==> config.mk <==
export PLATFORM = sky130hd
export DESIGN_NAME = ro_adc_updown_reader
export DESIGN_NICKNAME = d
export VERILOG_FILES = /design/src/rtl/ro_adc_updown_reader.sv
export SDC_FILE = /design/constraint.sdc
export NUM_CORES = 1
export LEC_CHECK = 0
export ABC_AREA = 1
export CAP_MARGIN = 20
export CORE_ASPECT_RATIO = 0.6
export CORE_MARGIN = 4
export CORE_UTILIZATION = 42
export DETAILED_ROUTE_END_ITERATION = 16
export GPL_TIMING_DRIVEN = 0
export HOLD_SLACK_MARGIN = 0.06
export SETUP_SLACK_MARGIN = 0.1
export SYNTH_ARGS = -nofsm -noshare
export SYNTH_HDL_FRONTEND = slang
export SYNTH_SLANG_ARGS = --single-unit
==> constraint.sdc <==
create_clock -name clk -period 2.15 [get_ports clk]
set_input_delay 0.215 -clock clk [delete_from_list [all_inputs] [get_ports clk]]
set_output_delay 0.215 -clock clk [all_outputs]
set_load 0.02 [all_outputs]
==> src/rtl/ro_adc_updown_reader.sv <==
// ro_adc_updown_reader
//   Digital back end for the ring-oscillator 1-bit ADC. The asynchronous
//   comparator bit is synchronised, then accumulated as +1 (high) / -1 (low)
//   over a window of WIN_LEN clk cycles. The signed, saturating result is
//   handed to downstream logic over a valid/ready handshake.
//
// Ports
//   clk           system clock
//   rst_n         asynchronous active-low reset
//   adc_bit       comparator output, asynchronous to clk
//   start         1-cycle request to begin a conversion (ignored while busy)
//   cont_mode     1: restart a window right after each handshake
//   result        signed window result (two's complement, CNT_W bits)
//   result_valid  result/overflow valid and held stable
//   result_ready  consumer accepts the result
//   overflow      saturation occurred during the reported window
//   busy          conversion in progress or result pending
module ro_adc_updown_reader #(
  parameter int CNT_W       = 12,
  parameter int WIN_LEN     = 256,
  parameter int SYNC_STAGES = 2
) (
  input  logic             clk,
  input  logic             rst_n,
  input  logic             adc_bit,
  input  logic             start,
  input  logic             cont_mode,
  output logic [CNT_W-1:0] result,
  output logic             result_valid,
  input  logic             result_ready,
  output logic             overflow,
  output logic             busy
);

  localparam int CB = (WIN_LEN > 1) ? $clog2(WIN_LEN) : 1;
  localparam logic [CB-1:0]    CNT_LAST = CB'(WIN_LEN - 1);
  localparam logic [CB-1:0]    CNT_ONE  = CB'(1);
  localparam logic [CNT_W-1:0] ACC_ONE  = {{(CNT_W-1){1'b0}}, 1'b1};
  // Symmetric clamp: the most negative two's-complement code is never used.
  localparam logic [CNT_W-1:0] ACC_MAX  = {1'b0, {(CNT_W-1){1'b1}}};
  localparam logic [CNT_W-1:0] ACC_MIN  = {1'b1, {(CNT_W-2){1'b0}}, 1'b1};

  // S_DONE is the extra cycle between the last sample and result_valid,
  // which sets the start-to-valid latency at WIN_LEN+1 edges.
  typedef enum logic [1:0] {
    S_IDLE,
    S_RUN,
    S_DONE,
    S_HOLD
  } state_t;

  state_t state, state_nxt;

  logic [SYNC_STAGES-1:0] sync_q;
  logic                   s_bit;

  logic [CNT_W-1:0] acc, acc_nxt;
  logic [CB-1:0]    cnt, cnt_nxt;
  logic             ovf, ovf_nxt;
  logic [CNT_W-1:0] result_nxt;
  logic             overflow_nxt;
  logic             valid_nxt;

  // Synchroniser for the asynchronous comparator output.
  always_ff @(posedge clk or negedge rst_n) begin
    if (!rst_n) sync_q <= '0;
    else        sync_q <= {sync_q[SYNC_STAGES-2:0], adc_bit};
  end

  assign s_bit = sync_q[SYNC_STAGES-1];

  always_ff @(posedge clk or negedge rst_n) begin
    if (!rst_n) begin
      state        <= S_IDLE;
      acc          <= '0;
      cnt          <= '0;
      ovf          <= 1'b0;
      result       <= '0;
      overflow     <= 1'b0;
      result_valid <= 1'b0;
    end else begin
      state        <= state_nxt;
      acc          <= acc_nxt;
      cnt          <= cnt_nxt;
      ovf          <= ovf_nxt;
      result       <= result_nxt;
      overflow     <= overflow_nxt;
      result_valid <= valid_nxt;
    end
  end

  always_comb begin
    state_nxt    = state;
    acc_nxt      = acc;
    cnt_nxt      = cnt;
    ovf_nxt      = ovf;
    result_nxt   = result;
    overflow_nxt = overflow;
    valid_nxt    = result_valid;

    case (state)
      S_IDLE: begin
        if (start) begin
          state_nxt = S_RUN;
          acc_nxt   = '0;
          cnt_nxt   = '0;
          ovf_nxt   = 1'b0;
        end
      end

      S_RUN: begin
        if (s_bit) begin
          if (acc == ACC_MAX) ovf_nxt = 1'b1;
          else                acc_nxt = acc + ACC_ONE;
        end else begin
          if (acc == ACC_MIN) ovf_nxt = 1'b1;
          else                acc_nxt = acc - ACC_ONE;
        end
        if (cnt == CNT_LAST) state_nxt = S_DONE;
        else                 cnt_nxt   = cnt + CNT_ONE;
      end

      S_DONE: begin
        result_nxt   = acc;
        overflow_nxt = ovf;
        valid_nxt    = 1'b1;
        state_nxt    = S_HOLD;
      end

      S_HOLD: begin
        if (result_ready) begin
          valid_nxt = 1'b0;
          if (cont_mode) begin
            state_nxt = S_RUN;
            acc_nxt   = '0;
            cnt_nxt   = '0;
            ovf_nxt   = 1'b0;
          end else begin
            state_nxt = S_IDLE;
          end
        end
      end

      default: state_nxt = S_IDLE;
    endcase
  end

  assign busy = (state != S_IDLE);

endmodule

==> results.txt <==
----------------------------------------------------
[Run status]
  Run status ... complete, no violations

[Global route]
  Via count of the first global-routing pass ... 2025
  Global routing usage summed across all routing layers ... 0.174
  Largest net degree at the start of global routing ... 26
  First-pass GRT wire length ... 9800 um
  Antenna violations before repair ... 0
  Total congestion overflow after global routing ... 0

[Synth]
  Mapped Nets ... 376
  Number of synthesized flops with an enable pin ... 0
  Number of instances in the synthesized netlist ... 353
  Post-synthesis sequential element count ... 39
  Largest area contributor in the synthesized netlist ... sky130_fd_sc_hd__dfrtp_1
  Commonest register cell after synthesis ... sky130_fd_sc_hd__dfrtp_1
  Post-synth ARST share ... 1.00
  Area fraction of the dominant cell type after synthesis ... 0.393
  Area of the mapped netlist ... 2480 um^2
  Post-synth top cells ... 142 x sky130_fd_sc_hd__nand2_1, 44 x sky130_fd_sc_hd__inv_1, 39 x sky130_fd_sc_hd__dfrtp_1
  Proportion of synthesized chip area in sequential cells ... 0.393
  Number of different library cells in the post-synthesis netlist ... 28
  Most used standard cell by instance count after synthesis ... sky130_fd_sc_hd__nand2_1
  Top cells by area, synth ... sky130_fd_sc_hd__dfrtp_1 39%, sky130_fd_sc_hd__nand2_1 21%, sky130_fd_sc_hd__ha_1 8.1%, sky130_fd_sc_hd__inv_1 6.7%, sky130_fd_sc_hd__nand3_1 5.6%
  Avg Inst Size Synth ... 7.03 um^2
  Total number of yosys warnings ... 0

[Timing]
  Number of failing hold endpoints at the final stage ... 0
  Slew at the pin with the worst max-slew slack ... 495 ps
  Count of pins over their slew limit ... 0
  Final critical-path required period ... 1870 ps
  Total of endpoints with negative setup slack in the final report ... 0
  Period Utilization, post-route ... 0.872
  Max Freq ... 534 MHz
  RSZ-0062 raised after global routing ... false
  Headroom to the max-slew limit ... 0.670
  Layout Skew ... 5.78 ps

[Place]
  PortBufs ... 20
  Number of placed cells counting well taps ... 454
  Detail Placement HPWL ... 4380 um
  Final weighted congestion in routability-driven placement ... 0.811

[Routing]
  Vias per cell ... 4.64
  Remaining number of nets flagged by the antenna check after routing ... 0
  WL final ... 5660 um
  Drt first pass iters ... 4
  Drt wl/cell ... 12.2 um
  Detailed-route via count ... 2152
  Number of design-rule violations left by the first detailed-router iteration ... 121
  Total DRC errors in the routed layout ... 0

[Finish]
  Share of the core filled with cells ... 0.520
  Nets@finish ... 406
  Fraction of final layout cells with drive strength greater than 1 ... 0.0651
  Area growth, synth to finish ... 18.3%
  Antenna cells ... 0
  Finished Layout Cells ... 464

[Setup path]
  Critical path data required time ... 1930 ps
  Category of the worst setup path capture point ... output port
  Kind of cell adding the most delay to the critical path ... buffers and inverters
  Buffers and inverters on the worst path ... 3
  Delay of the slowest critical-path stage ... 590 ps
  CP Data Arrival Time ... 1660 ps
  Maximum fanout along the worst path ... 6
  CP most frequent cell ... sky130_fd_sc_hd__inv_1
  Library cell contributing the largest single delay on the critical path ... sky130_fd_sc_hd__clkdlybuf4s50_1
  CP Launch Type ... register
  Cell breakdown of the critical path ... inv_1 > ha_1 > inv_1 > clkdlybuf4s50_1
  Setup Crit Path Kind ... register to output port

[Floorplan]
  Total Die Area ... 7240 um^2
  Number of ports placed on the die boundary ... 21
  Chip width ... 107 um
  Floorplan core area ... 5650 um^2
  Initial Utilization ... 0.439
  Floorplan row count ... 21
  Die span in y ... 67.6 um

[Clock tree]
  Number of clock buffers inserted by TritonCTS ... 5
  CTS tree ... yes
  H-tree levels ... 2
  Clk Tree Root Cell ... sky130_fd_sc_hd__clkbuf_8
  Clock-pin slew on the worst setup and hold paths ... 80 ps
  Clock Tree Buf Depth ... 2
  Sink count of the clock tree ... 39
  Clock insertion delay at the later pin of the skew report ... 290 ps

[Flow run]
  Reported max-cap violation count ... 0

[Min path]
  Tightest Hold Check Type ... primary input to async pin

[Power]
  VDD IR-drop max ... 0.854 mV
  PD cells ... 1310 nW/um^2
  Leakage power summed over all cells ... 1.57 nW

----------------------------------------------------
-- state kept, by name (all words and copies together), names as in the netlist --
name	count
acc	12
result	12
cnt	8
state	2
sync_q	2
overflow	1
ovf	1
result_valid	1
-- power breakdown --
| part | switching, W | internal, W | leakage, nW |
|---|---|---|---|
| registers | 0.000213 | 0.000944 | 0.520 |
| clock network | 0.000270 | 0.000376 | 0.0612 |
| logic | 0.00129 | 0.000746 | 0.986 |
-- through the flow --
stage          TNS, ps  worst slack (ps)  power [W]  hold slack, ps  instance area (um^2)
6_report             0               276    0.00384             366                  2940
4_1_cts              0               170    0.00384             358                  2930
3_5_place_dp         0               195    0.00317             159                  2800
5_1_grt              0               125    0.00422             350                  2940
3_3_place_gp     -7120              -184    0.00315             335                  2780
2_1_floorplan        0               558    0.00256           -80.6                  2480
-- timing repair --
action	in CTS	in global routing
setup endpoints to repair	0	3
gates resized for setup	0	2
hold endpoints to repair	14	0
hold buffers	1	0
buffers inserted	0	1
-- kinds of logic (layout without fill, tap and decap cells) --
kind of cell | after synthesis | count (layout) | share of synthesized area
AO/OA/AOI/OAI | 32 | 32 | 0.0670
XOR/XNOR | 5 | 5 | 0.0176
adder cells (fa/ha/maj) | 17 | 17 | 0.0887
buffers and inverters | 51 | 82 | 0.0811
flip-flops | 39 | 39 | 0.393
AND/OR/NAND/NOR | 209 | 209 | 0.352
-- metal layers --
| metal | part of all wire | track usage | wire length, um | vias to the layer above |
|---|---|---|---|---|
| met4 | 0.0049 | 0.0415 | 28 | 0 |
| li1 | - | - | - | 1158 |
| met1 | 0.58 | 0.284 | 3280 | 947 |
| met3 | 0.058 | 0.0449 | 328 | 5 |
| met5 | 0 | 0 | 0 | - |
| met2 | 0.36 | 0.220 | 2030 | 42 |
-- layout make-up --
class	count	area, um^2
well taps	80	100
flip-flops and latches	39	977
clock inverters	2	35.0
clock buffers	6	82.6
inverters	47	179
multi-input cells	263	1310
plain buffers	4	22.5
repair buffers	23	233
fillers	563	2710
-- final timing paths --
kind                            from        end  slack, ps  depth (start not counted)
min                            rst_n     cnt[6]        370                          2
min in group clk             adc_bit  sync_q[0]        370                          1
max in group asynchronous      rst_n     acc[4]       1320                          3
max                         state[0]       busy        280                          4
min reg2reg                sync_q[0]  sync_q[1]        370                          0
max reg2reg                sync_q[1]     acc[7]        310                          9
-- layout by cell type (no fill, tap or decap), drive strengths merged --
master,netlist,routed
clkdlybuf4s50,0,19
xor2,4,4
nor3,1,1
nand3,29,29
nand4,3,3
nand3b,2,2
inv,46,46
or2,1,1
o21ai,22,22
nand2,146,146
fa,1,1
dlygate4sd3,0,1
a311oi,1,1
xnor2,1,1
buf,1,4
nor2,27,27
clkinv,1,2
a21oi,8,8
bufinv,0,1
a21o,1,1
clkbuf,3,9
dfrtp,39,39
ha,16,16
(Power assumes the default switching activity.)
